==> src/rtl/regf_pkg.sv <==
// Shared types and helpers for the multi-port register file slice.
//
// Contents:
//   regf_state_e     - CLEAR (zeroing the array after reset) / RUN
//   regf_addr_width  - address width for a given register count
//   regf_addr_t      - address type for the default 32-entry file
//   regf_data_t      - data type for the default 32-bit file
package regf_pkg;

    localparam int REGF_XLEN  = 32;
    localparam int REGF_NREGS = 32;

    typedef enum logic {
        CLEAR = 1'b0,
        RUN   = 1'b1
    } regf_state_e;

    // Keeps at least one address bit so a degenerate file still elaborates.
    function automatic int regf_addr_width(input int nregs);
        return (nregs > 1) ? $clog2(nregs) : 1;
    endfunction

    localparam int REGF_AW = regf_addr_width(REGF_NREGS);

    typedef logic [REGF_AW-1:0]   regf_addr_t;
    typedef logic [REGF_XLEN-1:0] regf_data_t;

endpackage

==> src/rtl/regf_sb.sv <==
// Pending-write scoreboard: one bit per register, set when an instruction
// writing that register issues and cleared when its result is written back.
//
// Ports:
//   clk       in   clock
//   clr_all   in   clears every entry (takes priority over everything else)
//   clr_en    in   NCLR per-port clear strobes
//   clr_addr  in   NCLR clear addresses
//   set_en    in   set strobe
//   set_addr  in   set address; a set beats a same-cycle clear of that entry
//   lk_addr   in   NLK lookup addresses
//   lk_busy   out  NLK current pending flags (combinational lookup)
module regf_sb
    import regf_pkg::*;
#(
    parameter int NREGS = 32,
    parameter int NCLR  = 3,
    parameter int NLK   = 2,
    localparam int AW   = regf_addr_width(NREGS)
) (
    input  logic                     clk,
    input  logic                     clr_all,
    input  logic [NCLR-1:0]          clr_en,
    input  logic [NCLR-1:0][AW-1:0]  clr_addr,
    input  logic                     set_en,
    input  logic [AW-1:0]            set_addr,
    input  logic [NLK-1:0][AW-1:0]   lk_addr,
    output logic [NLK-1:0]           lk_busy
);

    logic [NREGS-1:0] sb;

    // The set is applied after the clears so it wins on an address collision.
    always_ff @(posedge clk) begin
        if (clr_all) begin
            sb <= '0;
        end else begin
            for (int i = 0; i < NCLR; i++) begin
                if (clr_en[i]) begin
                    sb[clr_addr[i]] <= 1'b0;
                end
            end
            if (set_en) begin
                sb[set_addr] <= 1'b1;
            end
        end
    end

    always_comb begin
        lk_busy = '0;
        for (int j = 0; j < NLK; j++) begin
            lk_busy[j] = sb[lk_addr[j]];
        end
    end

endmodule

==> src/rtl/regf_mp.sv <==
// Multi-port register file with registered reads, write-to-read forwarding,
// a pending-write scoreboard, and a post-reset clear sequence that zeroes one
// entry per cycle instead of resetting the whole array at once.
//
// Ports:
//   clk          in   clock, all logic on posedge
//   rst          in   synchronous active-high reset, restarts the clear sequence
//   r_enable     in   1: capture new read results, 0: hold r_data/r_busy
//   r_addr       in   NRD read addresses
//   r_data       out  NRD registered read data
//   r_busy       out  NRD registered pending flags for r_addr
//   w_enable     in   NWR write strobes
//   w_addr       in   NWR write addresses
//   w_data       in   NWR write data
//   sb_set_en    in   mark sb_set_addr as pending
//   sb_set_addr  in   destination register of the issued instruction
//   ready        out  0 while clearing, 1 in RUN
module regf_mp
    import regf_pkg::*;
#(
    parameter int XLEN     = 32,
    parameter int NREGS    = 32,
    parameter int NRD      = 2,
    parameter int NWR      = 2,
    parameter int ZERO_REG = 1,
    localparam int AW      = regf_addr_width(NREGS)
) (
    input  logic                      clk,
    input  logic                      rst,
    input  logic                      r_enable,
    input  logic [NRD-1:0][AW-1:0]    r_addr,
    output logic [NRD-1:0][XLEN-1:0]  r_data,
    output logic [NRD-1:0]            r_busy,
    input  logic [NWR-1:0]            w_enable,
    input  logic [NWR-1:0][AW-1:0]    w_addr,
    input  logic [NWR-1:0][XLEN-1:0]  w_data,
    input  logic                      sb_set_en,
    input  logic [AW-1:0]             sb_set_addr,
    output logic                      ready
);

    regf_state_e                state;
    logic [AW-1:0]              clr_idx;
    logic [XLEN-1:0]            regs [NREGS];

    logic [NWR-1:0]             w_eff;
    logic [NRD-1:0]             fwd_hit;
    logic [NRD-1:0][XLEN-1:0]   fwd_data;
    logic [NRD-1:0]             sb_busy;

    logic [NWR:0]               sb_clr_en;
    logic [NWR:0][AW-1:0]       sb_clr_addr;
    logic                       sb_set_eff;

    function automatic logic is_zero_reg(input logic [AW-1:0] addr);
        return (ZERO_REG != 0) && (addr == '0);
    endfunction

    // A write only counts in RUN and never targets the hardwired zero entry.
    always_comb begin
        w_eff = '0;
        for (int i = 0; i < NWR; i++) begin
            w_eff[i] = (state == RUN) && w_enable[i] && !is_zero_reg(w_addr[i]);
        end
    end

    // Read mux with forwarding; scanning ports upward lets the highest
    // effective write port win, matching the array update order.
    always_comb begin
        fwd_hit  = '0;
        fwd_data = '0;
        for (int j = 0; j < NRD; j++) begin
            fwd_data[j] = is_zero_reg(r_addr[j]) ? '0 : regs[r_addr[j]];
            for (int i = 0; i < NWR; i++) begin
                if (w_eff[i] && (w_addr[i] == r_addr[j])) begin
                    fwd_hit[j]  = 1'b1;
                    fwd_data[j] = w_data[i];
                end
            end
        end
    end

    // Clear port 0 walks the array during CLEAR; the others follow writeback.
    assign sb_clr_en   = {w_eff, (state == CLEAR)};
    assign sb_clr_addr = {w_addr, clr_idx};
    assign sb_set_eff  = (state == RUN) && sb_set_en && !is_zero_reg(sb_set_addr);

    regf_sb #(
        .NREGS (NREGS),
        .NCLR  (NWR + 1),
        .NLK   (NRD)
    ) u_sb (
        .clk      (clk),
        .clr_all  (rst),
        .clr_en   (sb_clr_en),
        .clr_addr (sb_clr_addr),
        .set_en   (sb_set_eff),
        .set_addr (sb_set_addr),
        .lk_addr  (r_addr),
        .lk_busy  (sb_busy)
    );

    // The array itself has no reset; the CLEAR state zeroes it entry by entry.
    always_ff @(posedge clk) begin
        if (!rst) begin
            if (state == CLEAR) begin
                regs[clr_idx] <= '0;
            end else begin
                for (int i = 0; i < NWR; i++) begin
                    if (w_eff[i]) begin
                        regs[w_addr[i]] <= w_data[i];
                    end
                end
            end
        end
    end

    // Control FSM and registered read outputs.
    always_ff @(posedge clk) begin
        if (rst) begin
            state   <= CLEAR;
            clr_idx <= '0;
            ready   <= 1'b0;
            r_data  <= '0;
            r_busy  <= '0;
        end else begin
            case (state)
                CLEAR: begin
                    r_data  <= '0;
                    r_busy  <= '0;
                    clr_idx <= clr_idx + 1'b1;
                    if (clr_idx == AW'(NREGS - 1)) begin
                        state <= RUN;
                        ready <= 1'b1;
                    end
                end
                RUN: begin
                    ready <= 1'b1;
                    if (r_enable) begin
                        r_data <= fwd_data;
                        // A same-cycle writeback retires the hazard being looked up.
                        r_busy <= sb_busy & ~fwd_hit;
                    end
                end
                default: begin
                    state   <= CLEAR;
                    clr_idx <= '0;
                    ready   <= 1'b0;
                end
            endcase
        end
    end

endmodule

==> config.mk <==
export PLATFORM = sky130hd
export DESIGN_NAME = regf_mp
export DESIGN_NICKNAME = d
export VERILOG_FILES = /design/src/rtl/regf_pkg.sv /design/src/rtl/regf_sb.sv /design/src/rtl/regf_mp.sv
export SDC_FILE = /design/constraint.sdc
export NUM_CORES = 2
export LEC_CHECK = 0
export ABC_CLOCK_PERIOD_IN_PS = 4900
export CELL_PAD_IN_SITES_DETAIL_PLACEMENT = 0
export CELL_PAD_IN_SITES_GLOBAL_PLACEMENT = 2
export CORE_MARGIN = 3
export CORE_UTILIZATION = 39
export DETAILED_ROUTE_END_ITERATION = 7
export PLACE_DENSITY_LB_ADDON = 0.1
export SKIP_CTS_REPAIR_TIMING = 1
export SLEW_MARGIN = 10
export SYNTH_ARGS = -nofsm -noshare
export SYNTH_HDL_FRONTEND = slang
export SYNTH_HIERARCHICAL = 1
export SYNTH_SLANG_ARGS = --single-unit
==> constraint.sdc <==
create_clock -name clk -period 4.9 [get_ports clk]
set_input_delay 0.98 -clock clk [delete_from_list [all_inputs] [get_ports clk]]
set_output_delay 0.98 -clock clk [all_outputs]
set_load 0.02 [all_outputs]
==> key figures <==
Yosys
  – Yosys warnings: 6
  – Cell variety after synth: 63
  – Largest family of logic cells by synthesized area: multiplexers
  – Yosys top cell area share: 48.3%
  – Synthesized area: 63700 µm²
  – Post-Synth Simple-Gate Area: 8.84%
  – Post-synth EDFFs: 1024
  – Post-synth top area cell: edfxtp_1
  – Synth Register Bits: 1129
  – Sequential share of the synthesized area: 51.6%
  – Syn_nets: 5759
  – Post-synthesis mux area share: 18.2%
  – Commonest cells post-synth: 1157 x nand2_1, 1056 x o21ai_0, 1024 x edfxtp_1
  – Synth Area in XOR/XNOR: 0.316%
  – Asr flop ratio synth: 0%
  – Main synth FF type: edfxtp_1
  – Adder-Cell Fraction of Synth Area: 0.0393%
  – Post-synthesis compound-gate area fraction: 16.4%
  – Post-Synthesis Cells: 5662
  – Most common cell in the netlist: nand2_1
  – Top cells by area, synth: edfxtp_1 48%, mux4_2 14%, o21ai_0 8.3%
  – Syn avg cell area: 11.3 µm²

Floorplan
  – Starting density of the core: 39.5%
  – Top Ports: 162
  – Die Area: 168000 µm²
  – Chip width: 410 µm
  – # rows: 147
  – Chip height: 410 µm
  – Core area: 161000 µm²

Clock network
  – CTS root buf: clkbuf_16
  – CTS tree: built
  – CTS Buf Count: 138
  – Clk buf depth: 3
  – Htree depth: 4
  – Clk sinks: 1129
  – Clock slew at reported path FFs: 0.06 ns
  – Clock latency on the worst-skew pair: 0.78 ns

Setup path
  – WP data required: 5.56 ns
  – CP max stage cell: a2111oi_0
  – Family with the most delay on the worst path: compound AO/OA/AOI/OAI gates
  – Worst path arrival time: 5.18 ns
  – Worst-path cell chain: clkdlybuf4s50_1 > buf_4 > or3b_4 > buf_4 > o22ai_1 > a2111oi_0 > a21oi_1 > a221oi_1 > o21ai_1
  – Largest stage delay on the critical path: 1.27 ns
  – CP endpoint kind: flip-flop
  – CP Buf/Inv Count: 3
  – Startpoint class of the critical path: primary input
  – Worst setup path class: primary input to flip-flop
  – Crit Path Max Fanout: 15
  – CP dominant cell by count: buf_4

Timing
  – Slew margin rel.: -0.944%
  – Post-route clock period utilization: 92.1%
  – Final Slew Violations: 1
  – Worst Skew: 0.0233 ns
  – Measured slew at the worst slew-check pin: 1.48 ns
  – F_max: 221 MHz
  – Tmin final: 4.52 ns
  – Final hold vios: 0
  – Final setup vio count: 0
  – RSZ-0062 raised after global routing: false
  – Hold WS: 0.445 ns

Global routing
  – Total GRT Usage: 33.8%
  – GRT overflow: 0
  – Routing usage on met1: 45.3%
  – Met3 Use GR: 6.79%
  – Vias in the first global route: 48470
  – Initial antenna violation count: 9
  – M2 GR Usage: 53.3%
  – GRT busiest layer: met2
  – Pin count of the biggest net entering global routing: 72
  – First-pass GRT wire length: 398000 µm

Outcome
  – Failing checks: capacitance limit, slew limit
  – Outcome: complete, but fails checks

Power
  – Max IR drop VDD: 0.394 mV
  – Pwr/cell area: 306 nW/µm²
  – LEAKAGE: 22.2 nW

Detailed routing
  – Total wire length: 289000 µm
  – Iter 0 DRT Violations: 6952
  – Vias after detailed routing: 51183
  – Vias per cell: 6.50
  – Pre-Repair DR Iteration Count: 8
  – Post-DR wirelength/cell: 36.7 µm
  – Routed Antenna Nets: 0
  – # DRC: 0

Finish
  – Fill cell count: 14767
  – Final #Nets: 5708
  – P&R area growth vs syn: 15.4%
  – Area of the multi-input gates: 28700 µm²
  – Register Area: 32900 µm²
  – Fin area: 73600 µm²
  – Share of cells above drive strength 1: 18.0%

Placed design
  – RD Place Congestion: 0.884
  – Hpwl dp: 181000 µm
  – # port buffers: 161
  – DP Area: 69300 µm²

Job
  – Max Cap Violations: 2

Min path
  – Min-Delay Path Class: flip-flop to flip-flop
## area by class of cell
| cell class | count | area share, % |
|---|---|---|
| multi-input combinational | 3834 | 39.0 |
| inverter | 35 | 0.179 |
| tap | 2160 | 3.67 |
| sequential | 1129 | 44.7 |
| timing repair buffer | 473 | 6.68 |
| clock inverter | 51 | 0.653 |
| clock buffer | 193 | 5.19 |
| antenna | 1 | 0.00340 |
## flip-flops by register name, indices dropped and copies added (netlist names)
| signal | count |
|---|---|
| clr_idx | 5 |
| r_busy | 2 |
| r_data | 64 |
| ready | 1 |
| regs | 1024 |
| state | 1 |
| u_sb/sb | 32 |
## power breakdown
| group | leakage [nW] | total, mW | internal, mW | switching [mW] |
|---|---|---|---|---|
| Clock | 2.09 | 10.1 | 5.84 | 4.24 |
| Combinational | 11.2 | 2.01 | 0.692 | 1.32 |
| Sequential | 8.88 | 10.5 | 10.4 | 0.0389 |
| Total | 22.2 | 22.5 | 16.9 | 5.60 |
## final timing paths
check	from	slack, ns	cells past startpoint	to
setup / recovery	r_addr[3]	0.38	9	r_data[22]$_SDFFE_PP0P_
hold reg to reg	r_data[0]$_SDFFE_PP0P_	0.44	2	r_data[0]$_SDFFE_PP0P_
setup reg to reg	regs[9][22]$_DFFE_PP_	1.58	6	r_data[22]$_SDFFE_PP0P_
hold / removal	r_data[0]$_SDFFE_PP0P_	0.44	2	r_data[0]$_SDFFE_PP0P_
## per-layer routing
layer / vias to the layer above / wire length [µm] / share of wire (%)
li1: 21495 / - / -
met2: 3148 / 132000 / 46
met5: - / 21 / 0.0073
met3: 667 / 27300 / 9.4
met4: 4 / 14800 / 5.1
met1: 25869 / 115000 / 40
## tightest hold or removal path, stage by stage (launching register included)
cell     delay, ns
dfxtp_1       0.30
nand2_1       0.05
o21ai_1       0.05
## stage by stage
step,setup WS [ns],total power [mW],utilization [%],setup TNS [ns],instances
after floorplan,0.247,11.7,-,0,5662
after global placement,-0.204,12.6,42.8,-0.732,7627
after detailed placement,-0.0448,12.6,42.9,-0.0448,7631
after CTS,0.789,22.6,45.5,0,7875
after global routing,0.604,23.1,45.5,0,7875
final,0.385,22.5,45.5,0,7876
## placed cells by master, fill, tap and decap left out, types with 105 or more instances in the layout
cell,synthesis,layout
o21ai_0,1056,1056
nand2_1,1157,1156
clkbuf_16,0,142
mux2i_1,288,288
buf_4,21,230
edfxtp_1,1024,1024
a21oi_1,140,140
dfxtp_1,105,105
mux4_2,385,385
clkdlybuf4s50_1,0,135
## cells by family (layout without fill, tap and decap cells)
| family | Yosys count | in the layout |
|---|---|---|
| AO/OA/AOI/OAI | 1759 | 1759 |
| AND/OR/NAND/NOR | 1376 | 1376 |
| flip-flops | 1129 | 1129 |
| buffers and inverters | 699 | 752 |
| multiplexers | 674 | 674 |
| XOR/XNOR | 23 | 23 |
| adder cells (fa/ha/maj) | 2 | 2 |
| other | 0 | 1 |
Note: power is estimated with default switching activity, not from simulation.
